File: src/rtl/pipelined_shifter_pkg.sv
// shifter_pkg: shared types for pipelined_shifter.
//   shift_type_e : operation encoding carried on in_type.
//   stage_reg_t  : contents of one pipeline stage register. Fields are sized
//                  for the largest supported configuration (N = 64); narrower
//                  builds use the low bits and keep the upper bits at zero,
//                  which synthesis removes as constants.
package shifter_pkg;

  typedef enum logic [1:0] {
    SRL = 2'b00,
    SLL = 2'b01,
    SRA = 2'b10,
    ROR = 2'b11
  } shift_type_e;

  localparam int MAX_N       = 64;
  localparam int MAX_SHAMT_W = 6;
  localparam int MAX_TAG_W   = 16;

  typedef struct packed {
    logic                   valid;
    logic [MAX_N-1:0]       data;
    logic [MAX_SHAMT_W-1:0] shamt;
    shift_type_e            op;
    logic                   sign;
    logic [MAX_TAG_W-1:0]   tag;
  } stage_reg_t;

endpackage

File: src/rtl/pipelined_shifter_if.sv
// shifter_if: request/result handshake bundle of pipelined_shifter.
//   in_valid/in_ready, in_a, in_shamt, in_type (2'b00 SRL, 01 SLL, 10 SRA,
//   11 ROR), in_tag : request side.
//   out_valid/out_ready, out_r, out_tag : result side.
//   modport master : requester / result consumer.
//   modport slave  : the shifter.
interface shifter_if #(
  parameter int N     = 32,
  parameter int TAG_W = 5
);
  localparam int SHAMT_W = $clog2(N);

  logic               in_valid;
  logic               in_ready;
  logic [N-1:0]       in_a;
  logic [SHAMT_W-1:0] in_shamt;
  logic [1:0]         in_type;
  logic [TAG_W-1:0]   in_tag;
  logic               out_valid;
  logic               out_ready;
  logic [N-1:0]       out_r;
  logic [TAG_W-1:0]   out_tag;

  modport master (
    output in_valid, in_a, in_shamt, in_type, in_tag, out_ready,
    input  in_ready, out_valid, out_r, out_tag
  );

  modport slave (
    input  in_valid, in_a, in_shamt, in_type, in_tag, out_ready,
    output in_ready, out_valid, out_r, out_tag
  );

endinterface

File: src/rtl/pipelined_shifter_shift_stage.sv
// shift_stage: one log-shifter level of pipelined_shifter plus its register.
//   Shifts the incoming operand by 2^K when shamt bit K is set.
//   Optional feature macro: SHIFTER_ROTATE_EN (enables the ROR wraparound mux;
//   without it ROR passes data through unchanged).
// Ports:
//   clk, rst_n  : clock, asynchronous active-low reset.
//   flush       : synchronous clear of the valid bit.
//   up          : upstream stage contents (or the entry request for K = 0).
//   up_ready    : this stage can load this cycle.
//   down_ready  : downstream stage can load (out_ready for the last stage).
//   q           : registered stage contents.
module shift_stage
  import shifter_pkg::*;
#(
  parameter int N     = 32,
  parameter int TAG_W = 5,
  parameter int K     = 0
) (
  input  logic       clk,
  input  logic       rst_n,
  input  logic       flush,
  input  stage_reg_t up,
  output logic       up_ready,
  input  logic       down_ready,
  output stage_reg_t q
);

  localparam int AMT = 1 << K;

  logic [N-1:0] d;
  logic [N-1:0] shifted;
  stage_reg_t   nxt;

  always_comb begin
    d       = up.data[N-1:0];
    shifted = d;
    if (up.shamt[K]) begin
      case (up.op)
        SRL: shifted = d >> AMT;
        SLL: shifted = d << AMT;
        // Fill from the sign captured at entry, not from the current MSB.
        SRA: shifted = {{AMT{up.sign}}, d[N-1:AMT]};
        ROR: begin
`ifdef SHIFTER_ROTATE_EN
          shifted = {d[AMT-1:0], d[N-1:AMT]};
`else
          shifted = d;
`endif
        end
        default: shifted = d;
      endcase
    end
  end

  always_comb begin
    nxt              = up;
    nxt.data[N-1:0]  = shifted;
  end

  // Load when empty or when the current occupant moves on this cycle.
  assign up_ready = !q.valid || down_ready;

  always_ff @(posedge clk or negedge rst_n) begin
    if (!rst_n) begin
      q <= '0;
    end else if (flush) begin
      q.valid <= 1'b0;
    end else if (up_ready) begin
      q.valid <= up.valid;
      // Payload only changes with a real operation so it stays quiet on bubbles.
      if (up.valid) begin
        q <= nxt;
      end
    end
  end

endmodule

File: src/rtl/pipelined_shifter.sv
// pipelined_shifter: L = $clog2(N) stage elastic barrel shifter (SRL, SLL,
// SRA, optional ROR) with valid/ready handshake, passthrough tag and flush.
//   Optional feature macro: SHIFTER_ROTATE_EN (in_type 2'b11 rotates right;
//   undefined, in_type 2'b11 returns in_a unchanged).
// Ports:
//   clk   : rising-edge clock.
//   rst_n : asynchronous active-low reset.
//   flush : synchronous squash of all in-flight operations.
//   bus   : shifter_if slave (request and result handshakes).
module pipelined_shifter
  import shifter_pkg::*;
#(
  parameter int N     = 32,
  parameter int TAG_W = 5
) (
  input  logic      clk,
  input  logic      rst_n,
  input  logic      flush,
  shifter_if.slave  bus
);

  localparam int L = $clog2(N);

  stage_reg_t entry;
  stage_reg_t stg [L];
  logic       rdy [L+1];

  always_comb begin
    entry               = '0;
    entry.valid         = bus.in_valid && !flush;
    entry.data[N-1:0]   = bus.in_a;
    entry.shamt[L-1:0]  = bus.in_shamt;
    entry.op            = shift_type_e'(bus.in_type);
    entry.sign          = bus.in_a[N-1];
    entry.tag[TAG_W-1:0] = bus.in_tag;
  end

  assign rdy[L] = bus.out_ready;

  for (genvar k = 0; k < L; k++) begin : g_stage
    stage_reg_t up_k;
    if (k == 0) begin : g_first
      assign up_k = entry;
    end else begin : g_rest
      assign up_k = stg[k-1];
    end

    shift_stage #(
      .N     (N),
      .TAG_W (TAG_W),
      .K     (k)
    ) u_stage (
      .clk        (clk),
      .rst_n      (rst_n),
      .flush      (flush),
      .up         (up_k),
      .up_ready   (rdy[k]),
      .down_ready (rdy[k+1]),
      .q          (stg[k])
    );
  end

  assign bus.in_ready  = rdy[0] && !flush;
  assign bus.out_valid = stg[L-1].valid;
  assign bus.out_r     = stg[L-1].data[N-1:0];
  assign bus.out_tag   = stg[L-1].tag[TAG_W-1:0];

  // The last stage's shamt/op/sign and padding bits have no consumer.
  logic unused_last;
  assign unused_last = ^stg[L-1];

endmodule

File: src/flat_wrapper.sv
// flat-port wrapper written by rule: the top's interface ports become plain ports
module pipelined_shifter_flat import shifter_pkg::*;
#(
  parameter int N     = 32,
  parameter int TAG_W = 5
)
  (clk, rst_n, flush, bus_in_valid, bus_in_a, bus_in_shamt, bus_in_type, bus_in_tag, bus_out_ready, bus_in_ready, bus_out_valid, bus_out_r, bus_out_tag);
  shifter_if #(.N(N), .TAG_W(TAG_W)) bus_i ();
  input  logic clk;
  input  logic rst_n;
  input  logic flush;
  input wire logic [$bits(bus_i.in_valid)-1:0] bus_in_valid;
  input wire logic [$bits(bus_i.in_a)-1:0] bus_in_a;
  input wire logic [$bits(bus_i.in_shamt)-1:0] bus_in_shamt;
  input wire logic [$bits(bus_i.in_type)-1:0] bus_in_type;
  input wire logic [$bits(bus_i.in_tag)-1:0] bus_in_tag;
  input wire logic [$bits(bus_i.out_ready)-1:0] bus_out_ready;
  output wire logic [$bits(bus_i.in_ready)-1:0] bus_in_ready;
  output wire logic [$bits(bus_i.out_valid)-1:0] bus_out_valid;
  output wire logic [$bits(bus_i.out_r)-1:0] bus_out_r;
  output wire logic [$bits(bus_i.out_tag)-1:0] bus_out_tag;
  assign bus_i.in_valid = bus_in_valid;
  assign bus_i.in_a = bus_in_a;
  assign bus_i.in_shamt = bus_in_shamt;
  assign bus_i.in_type = bus_in_type;
  assign bus_i.in_tag = bus_in_tag;
  assign bus_i.out_ready = bus_out_ready;
  assign bus_in_ready = bus_i.in_ready;
  assign bus_out_valid = bus_i.out_valid;
  assign bus_out_r = bus_i.out_r;
  assign bus_out_tag = bus_i.out_tag;
  pipelined_shifter #(.N(N), .TAG_W(TAG_W)) u_core (.clk(clk), .rst_n(rst_n), .flush(flush), .bus(bus_i));
endmodule
File: config.mk
export PLATFORM = sky130hd
export DESIGN_NAME = pipelined_shifter_flat
export DESIGN_NICKNAME = d
export VERILOG_FILES = /design/src/rtl/pipelined_shifter_pkg.sv /design/src/rtl/pipelined_shifter_if.sv /design/src/rtl/pipelined_shifter_shift_stage.sv /design/src/rtl/pipelined_shifter.sv /design/src/flat_wrapper.sv
export SDC_FILE = /design/constraint.sdc
export NUM_CORES = 1
export LEC_CHECK = 0
export ABC_CLOCK_PERIOD_IN_PS = 4010
export CORE_AREA = 2 2 156 127
export CTS_BUF_LIST = sky130_fd_sc_hd__clkbuf_2
export DETAILED_ROUTE_END_ITERATION = 16
export DIE_AREA = 0 0 158 129
export GPL_TIMING_DRIVEN = 1
export PLACE_DENSITY_LB_ADDON = 0.25
export RECOVER_POWER = 100
export SETUP_SLACK_MARGIN = 0.05
export SKIP_CTS_REPAIR_TIMING = 1
export SYNTH_ARGS = -nofsm -noshare
export SYNTH_HDL_FRONTEND = slang
export SYNTH_SLANG_ARGS = --single-unit
File: constraint.sdc
create_clock -name clk -period 4.01 [get_ports clk]
set_input_delay 0.6015 -clock clk [delete_from_list [all_inputs] [get_ports clk]]
set_output_delay 0.6015 -clock clk [all_outputs]
set_load 0.02 [all_outputs]
==> impl_results.md, run 1 <==
* Syn Nets at about 1200
* Pwr dens at around 600 nW/µm²
* Yosys reg bits at between 200 and 250
* GRT Util Overall at 0.267
* Most crowded layer after global routing: met2
* DR vias at 9200
* Met3 Use GR at 0.0414
* Critical Path Max Stage Delay at approximately 1100 ps
* Storage element area at around 5300 µm²
* DRC at 0
* Via density at 6.11
* Final setup viols at 0
* Final Util at 0.639
* Critical Path RT at 4700 ps
* Routability cong. at roughly 0.86
* Worst setup path start: u_core.g_stage[3].u_stage.q[89]$_DFFE_PN0P_
* Clk sinks at roughly 210
* Clock Latency Late Sink at 840 ps
* Fillers at around 1700
* Synthesized area at roughly 11000 µm²
* Critical-path cell list: and4b_1 -> or3b_1 -> clkbuf_1 -> mux2_2
* Leak Pwr at approximately 5 nW
* Core area at ~19000 µm²
* GR Util met1 at 0.395
* Initial DRC count at 884
* Failing checks: max-capacitance violations, max-slew violations
* Area Growth Syn to Fin at 12.0%
* Vias in the first global route at around 8500
* Top delay family on crit path: buffers and inverters
* Min-Delay Path Class: in -> reg
* Setup tns final at 0 ps
* Clock root cell: clkbuf_2
* Sequential area share after synthesis at 0.494
* Hold path startpoint: bus_in_valid
* CP max stage cell: clkbuf_1
* CTS clock-pin slew for the worst setup and hold paths at ~100 ps
* TritonCTS clock tree: yes
* EDFF count, synth at 0
* Worst EP arrival at a little under 4000 ps
* Hpwl dp at between 15000 and 20000 µm
* DRT Pass-1 Iters at 6
* Unrepaired setup endpoints after global routing: false
* H-tree Lvls at 2
* Slew @ Worst Pin at about 2300 ps
* Routed WL at 26900 µm
* Slew HR at -0.529
* Die Y at between 100 and 150 µm
* Area of the multi-input gates at 4730 µm²
* Max frequency at between 300 and 400 MHz
* Async S/R FF share, synth at 1.00
* First-pass GRT wire length at 43600 µm
* Post-synth top flop: dfrtp_1
* Input/output buffers at 87
* CP bufs+invs at 1
* Die X at 158 µm
* Syn Inst Count at ~1200
* Critical path type: reg -> reg
* Initial core utilization at 0.571
* Total gr overflow at 0
* Max reg flops at 212
* Largest net degree at the start of global routing at 93
* Largest Register: u_core.g_stage.u_stage.q
* Status: finished with violations
* Row Count at 45
* CP endpoint kind: flop
* Largest registers: u_core.g_stage.u_stage.q x212
* Setup Skew at 64.3 ps
* Library cells used by synthesis at 43
* Fin. max-slew vios at 92
* TritonCTS Buffers at just over 50
* Drt wl/cell at ~18 µm
* Met2 Usage GRT at 0.403
* Final hold violations at 0
* Top-level port count at 88
* Max Cap Viol at 1
* Peak VDD IR at roughly 230 µV
* Worst-path maximum fanout at 38
* Synthesized area per cell at around 9.3 µm²
* Synth Warn # at 0
* Die area at around 20000 µm²
* Nets at between 1000 and 1500
* Final period utilization at 0.820
* Initial antenna violation count at 1
* Tmin final at approximately 3300 ps
* CTS max path bufs at 3
* Worst r2r src: u_core.g_stage[3].u_stage.q[89]$_DFFE_PN0P_
* Post-DRT Antenna Nets at 0
* Share of layout cells above drive strength 1 at 0.102
* Startpoint types: flop
-- where the power goes --
part           total (mW)  switching, mW  internal [mW]
Combinational        2.23           1.29          0.933
Sequential           3.37          0.641           2.73
Clock                1.44          0.880          0.562
Total                7.04           2.81           4.23
-- through the flow --
stage / instance area (µm²) / total power [mW] / hold WS [ps] / std cells / setup WS, ps
6_report: 12000 / 7.04 / 351 / 1506 / 721
5_1_grt: 12000 / 7.52 / 309 / 1506 / 426
4_1_cts: 12100 / 7.13 / -208 / 1504 / 881
3_5_place_dp: 11700 / 5.68 / 458 / 1412 / 1060
3_3_place_gp: 11700 / 5.61 / 450 / 1412 / 1140
2_1_floorplan: 10700 / 4.83 / 306 / 1159 / 2040
-- kinds of logic (layout without fill, tap and decap cells) --
kind of cell / after synthesis / after routing / synth area share
other: 0 / 1 / 0
multiplexers: 43 / 43 / 0.0503
AO/OA/AOI/OAI: 432 / 432 / 0.264
AND/OR/NAND/NOR: 308 / 308 / 0.130
flip-flops: 212 / 212 / 0.494
buffers and inverters: 164 / 252 / 0.0622
-- layout make-up --
type	instances	area share
Sequential cell	212	0.441
Multi-Input combinational cell	783	0.393
Antenna cell	1	0.000208
Inverter	53	0.0165
Timing Repair Buffer	107	0.0826
Clock inverter	19	0.00905
Tap cell	258	0.0268
Clock buffer	73	0.0304
-- Yosys cell counts, drive strengths merged (2+ instances only) --
cell type,n,area share
nor2,112,0.039
o22ai,47,0.027
a221oi,20,0.016
a21oi,96,0.045
nand2,122,0.043
and3b,2,0.0016
o2bb2ai,2,0.0016
nor2b,33,0.019
mux2,43,0.050
o22a,29,0.024
a22oi,26,0.018
a31oi,9,0.0052
nand2b,7,0.0041
nor3b,25,0.018
dfrtp,212,0.49
clkbuf,83,0.029
a211oi,3,0.0021
o31ai,28,0.020
or3b,2,0.0016
a2111oi,4,0.0050
inv,53,0.019
buf,28,0.015
o221ai,24,0.020
o21ai,107,0.050
o32ai,28,0.023
a31o,4,0.0033
and4b,2,0.0019
-- per-layer routing --
metal | wire [µm] | vias up | share of wire
li1 | - | 4325 | -
met1 | 12400 | 4440 | 0.46
met2 | 12200 | 381 | 0.46
met3 | 1600 | 54 | 0.060
met4 | 632 | 0 | 0.024
met5 | 0 | - | 0
-- layout by cell type (no fill, tap or decap), types with 4 or more instances in the layout --
cell type,netlist,layout
o31ai_1,28,28
a221oi_1,20,20
o32ai_1,28,28
mux2_2,28,28
nor2_1,112,112
o22ai_1,47,47
clkbuf_1,83,8
nor2b_1,33,33
a21oi_1,95,95
clkinv_1,0,15
o221ai_1,24,24
clkdlybuf4s50_1,0,47
dlygate4sd3_1,0,40
nand2b_1,7,7
nand2_1,122,122
a22oi_1,26,26
o21ai_0,106,106
mux2_1,0,15
nor3b_1,24,24
clkbuf_2,0,77
inv_1,53,53
a31oi_1,9,9
dfrtp_1,212,212
buf_4,0,7
a31o_2,4,4
o22a_1,29,29
-- worst reg2reg max path, cell delays in order (launching register included) --
cell      delay (ps)
dfrtp_1          480
and4b_1          370
or3b_1           740
clkbuf_1        1130
mux2_2           440
-- path summary, 6_finish.rpt --
path                       slack (ps)                                          end  cells past startpoint
min reg2reg                       480   u_core.g_stage[4].u_stage.q[4]$_DFFE_PN0P_                      2
max in group asynchronous        1280  u_core.g_stage[3].u_stage.q[50]$_DFFE_PN0P_                      3
max                               720  u_core.g_stage[2].u_stage.q[17]$_DFFE_PN0P_                      4
min                               350  u_core.g_stage[0].u_stage.q[89]$_DFFE_PN0P_                      3
max reg2reg                       720  u_core.g_stage[2].u_stage.q[17]$_DFFE_PN0P_                      4
min in group asynchronous         990  u_core.g_stage[3].u_stage.q[54]$_DFFE_PN0P_                      2
Power figures use the tool's default switching activity.
==> run 2: changes to the inputs <==
--- a/config.mk
+++ b/config.mk
@@ -5,7 +5,7 @@
 export SDC_FILE = /design/constraint.sdc
 export NUM_CORES = 1
 export LEC_CHECK = 0
-export ABC_CLOCK_PERIOD_IN_PS = 4010
+export ABC_CLOCK_PERIOD_IN_PS = 3350
 export CORE_AREA = 2 2 156 127
 export CTS_BUF_LIST = sky130_fd_sc_hd__clkbuf_2
 export DETAILED_ROUTE_END_ITERATION = 16
==> constraint.sdc (replaced) <==
create_clock -name clk -period 3.35 [get_ports clk]
set_input_delay 0.5025 -clock clk [delete_from_list [all_inputs] [get_ports clk]]
set_output_delay 0.5025 -clock clk [all_outputs]
set_load 0.02 [all_outputs]
==> impl_results.md, run 2 (synthesized netlist as in run 1, its figures left out) <==
* Max frequency at approximately 330 MHz
* Critical Path RT at 2850 ps (-1850 ps)
* Switching power share of the total at 0.398 (-0.00125)
* Setup Skew at 80.1 ps (+15.7 ps)
* GRT Util Overall at 0.264 (-0.00341)
* Clock root cell: clkbuf_2
* Worst slack, placed at 646 ps (-415 ps)
* Storage element area at 5310 µm² (unchanged)
* Setup tns final at 0 ps (unchanged)
* Final setup viols at 0 (unchanged)
* First-pass GRT wire length at 43000 µm (-1.3%)
* Leading cell type in the layout, fill and taps excluded: dfrtp_1
* Largest registers: u_core.g_stage.u_stage.q x212
* Sequential Power Share at 0.486 (+0.007)
* Top routing layer in use: met4
* Via density at 6.06 (-0.78%)
* Routability cong. at 0.861 (-0.14%)
* Tmin final at roughly 3000 ps
* Failing checks: max-capacitance violations, max-slew violations
* DR vias at 9110 (-0.98%)
* Post-Route M1 WL at 12300 µm (-0.87%)
* Area Growth Syn to Fin at 11.7%
* Max reg flops at 212 (unchanged)
* Nets at 1262 (+0.40%)
* Slew @ Worst Pin at 2090 ps (-201 ps)
* Startpoint types: flop
* Top-level port count at 88 (unchanged)
* Psw at 3.32 mW (+18%)
* Initial antenna violation count at 1 (unchanged)
* Leak Pwr at 5.17 nW (+0.39%)
* Min-Delay Path Class: in -> async
* Largest Register: u_core.g_stage.u_stage.q
* Die Y at 129 µm (unchanged)
* Critical path type: reg -> out
* Commonest non-fill, non-tap cells in the layout: dfrtp_1 (212), nand2_1 (122), nor2_1 (112), o21ai_0 (106), a21oi_1 (96)
* TritonCTS clock tree: yes
* Pwr dens at 694 nW/µm² (+19%)
* Int Power at 5.01 mW (+19%)
* Clock Latency Late Sink at 820 ps (-20 ps)
* Post-DRT Antenna Nets at 0 (unchanged)
* Final hold violations at 0 (unchanged)
* Worst r2r src: u_core.g_stage[1].u_stage.q[18]$_DFFE_PN0P_
* Input/output buffers at 87 (unchanged)
* Worst EP arrival at 2490 ps (-1490 ps)
* Initial core utilization at 0.571 (unchanged)
* TritonCTS Buffers at 52 (+2.0%)
* Vias in the first global route at 8379 (-1.1%)
* CTS clock-pin slew for the worst setup and hold paths at 120 ps (+20 ps)
* R2r endpoint: u_core.g_stage[2].u_stage.q[54]$_DFFE_PN0P_
* Share of layout cells above drive strength 1 at 0.109 (+0.00748)
* Clk sinks at 212 (unchanged)
* DRC at 0 (unchanged)
* Drt wl/cell at 17.4 µm (-2.3%)
* Max Cap Viol at 3 (+2)
* Met2 routed WL at 11500 µm (-6.0%)
* Hpwl dp at 17500 µm (-1.5%)
* Fin. max-slew vios at 179 (+95%)
* CP endpoint kind: output port
* Row Count at 45 (unchanged)
* CTS max path bufs at 3 (unchanged)
* Status: finished with violations
* Area of the multi-input gates at 4700 µm² (-0.50%)
* Total gr overflow at 0 (unchanged)
* Routed WL at 26200 µm (-2.5%)
* Fillers at 1655 (-0.18%)
* Die area at 20400 µm² (unchanged)
* Unrepaired setup endpoints after global routing: false
* DRT Pass-1 Iters at 6 (unchanged)
* Final period utilization at 0.892
* Core area at 18800 µm² (unchanged)
* Initial DRC count at 764 (-14%)
* WL met3 at 1640 µm (+2.4%)
* Largest net degree at the start of global routing at 89 (-4.3%)
* Worst R2R Setup Slack at 460 ps (-260 ps)
* Final worst setup slack at 362 ps (-358 ps)
* Worst-path maximum fanout at 7 (-82%)
* Peak VDD IR at 308 µV (+32%)
* Clock power share at 0.192 (-0.013)
* Die X at 158 µm (unchanged)
* H-tree Lvls at 2 (unchanged)
* Worst r2r path cells at 4 (unchanged)
* Logic pwr share at 0.322 (+0.006)
* Slew HR at -0.395 (+0.134)
[run 2: cell type report]
cell class	instances	area share
clock inverters	9	0.00334
diodes	1	0.000209
well taps	258	0.0269
clock buffers	76	0.0317
inverters	53	0.0166
repair buffers	111	0.0872
flip-flops and latches	212	0.442
multi-input cells	783	0.392
[run 2: worst max path at each step]
stage	from	end	slack, ps	cells past startpoint
after global routing	rst_n	u_core.g_stage[2].u_stage.q[37]$_DFFE_PN0P_	190	3
after detailed placement	bus_out_ready	u_core.g_stage[2].u_stage.q[27]$_DFFE_PN0P_	650	6
after floorplan	bus_out_ready	u_core.g_stage[0].u_stage.q[17]$_DFFE_PN0P_	1480	6
final	u_core.g_stage[3].u_stage.q[89]$_DFFE_PN0P_	bus_in_ready	360	3
after CTS	u_core.g_stage[3].u_stage.q[89]$_DFFE_PN0P_	bus_in_ready	310	3
after global placement	bus_out_ready	u_core.g_stage[2].u_stage.q[18]$_DFFE_PN0P_	700	5
[run 2: metal layers]
metal	GRT usage	vias up
li1	-	4328
met1	0.390	4358
met2	0.389	366
met3	0.0461	58
met4	0.103	0
met5	0	-
[run 2: power by group through the flow]
stage               logic [mW]  clock network, mW  registers, mW
CTS                       2.77               1.65           4.04
global route              3.02               1.79           4.14
floorplan                 1.88                  0           3.90
finish                    2.68               1.60           4.05
detailed placement        2.76                  0           4.09
global placement          2.70                  0           4.06
[run 2: stage by stage]
step	hold slack [ps]	power [mW]	cells	utilization	instance area, µm²
2_1_floorplan	207	5.78	1159	-	10700
3_3_place_gp	447	6.76	1416	0.623	11700
3_5_place_dp	449	6.85	1416	0.623	11700
4_1_cts	-409	8.46	1501	0.646	12100
5_1_grt	208	8.95	1503	0.638	12000
6_report	239	8.33	1503	0.638	12000
[run 2: worst max-delay path, cell delays in order (launching register included)]
cell and delay [ps]:
dfrtp_1 440, and4b_1 290, a31oi_1 210, dlygate4sd3_1 720
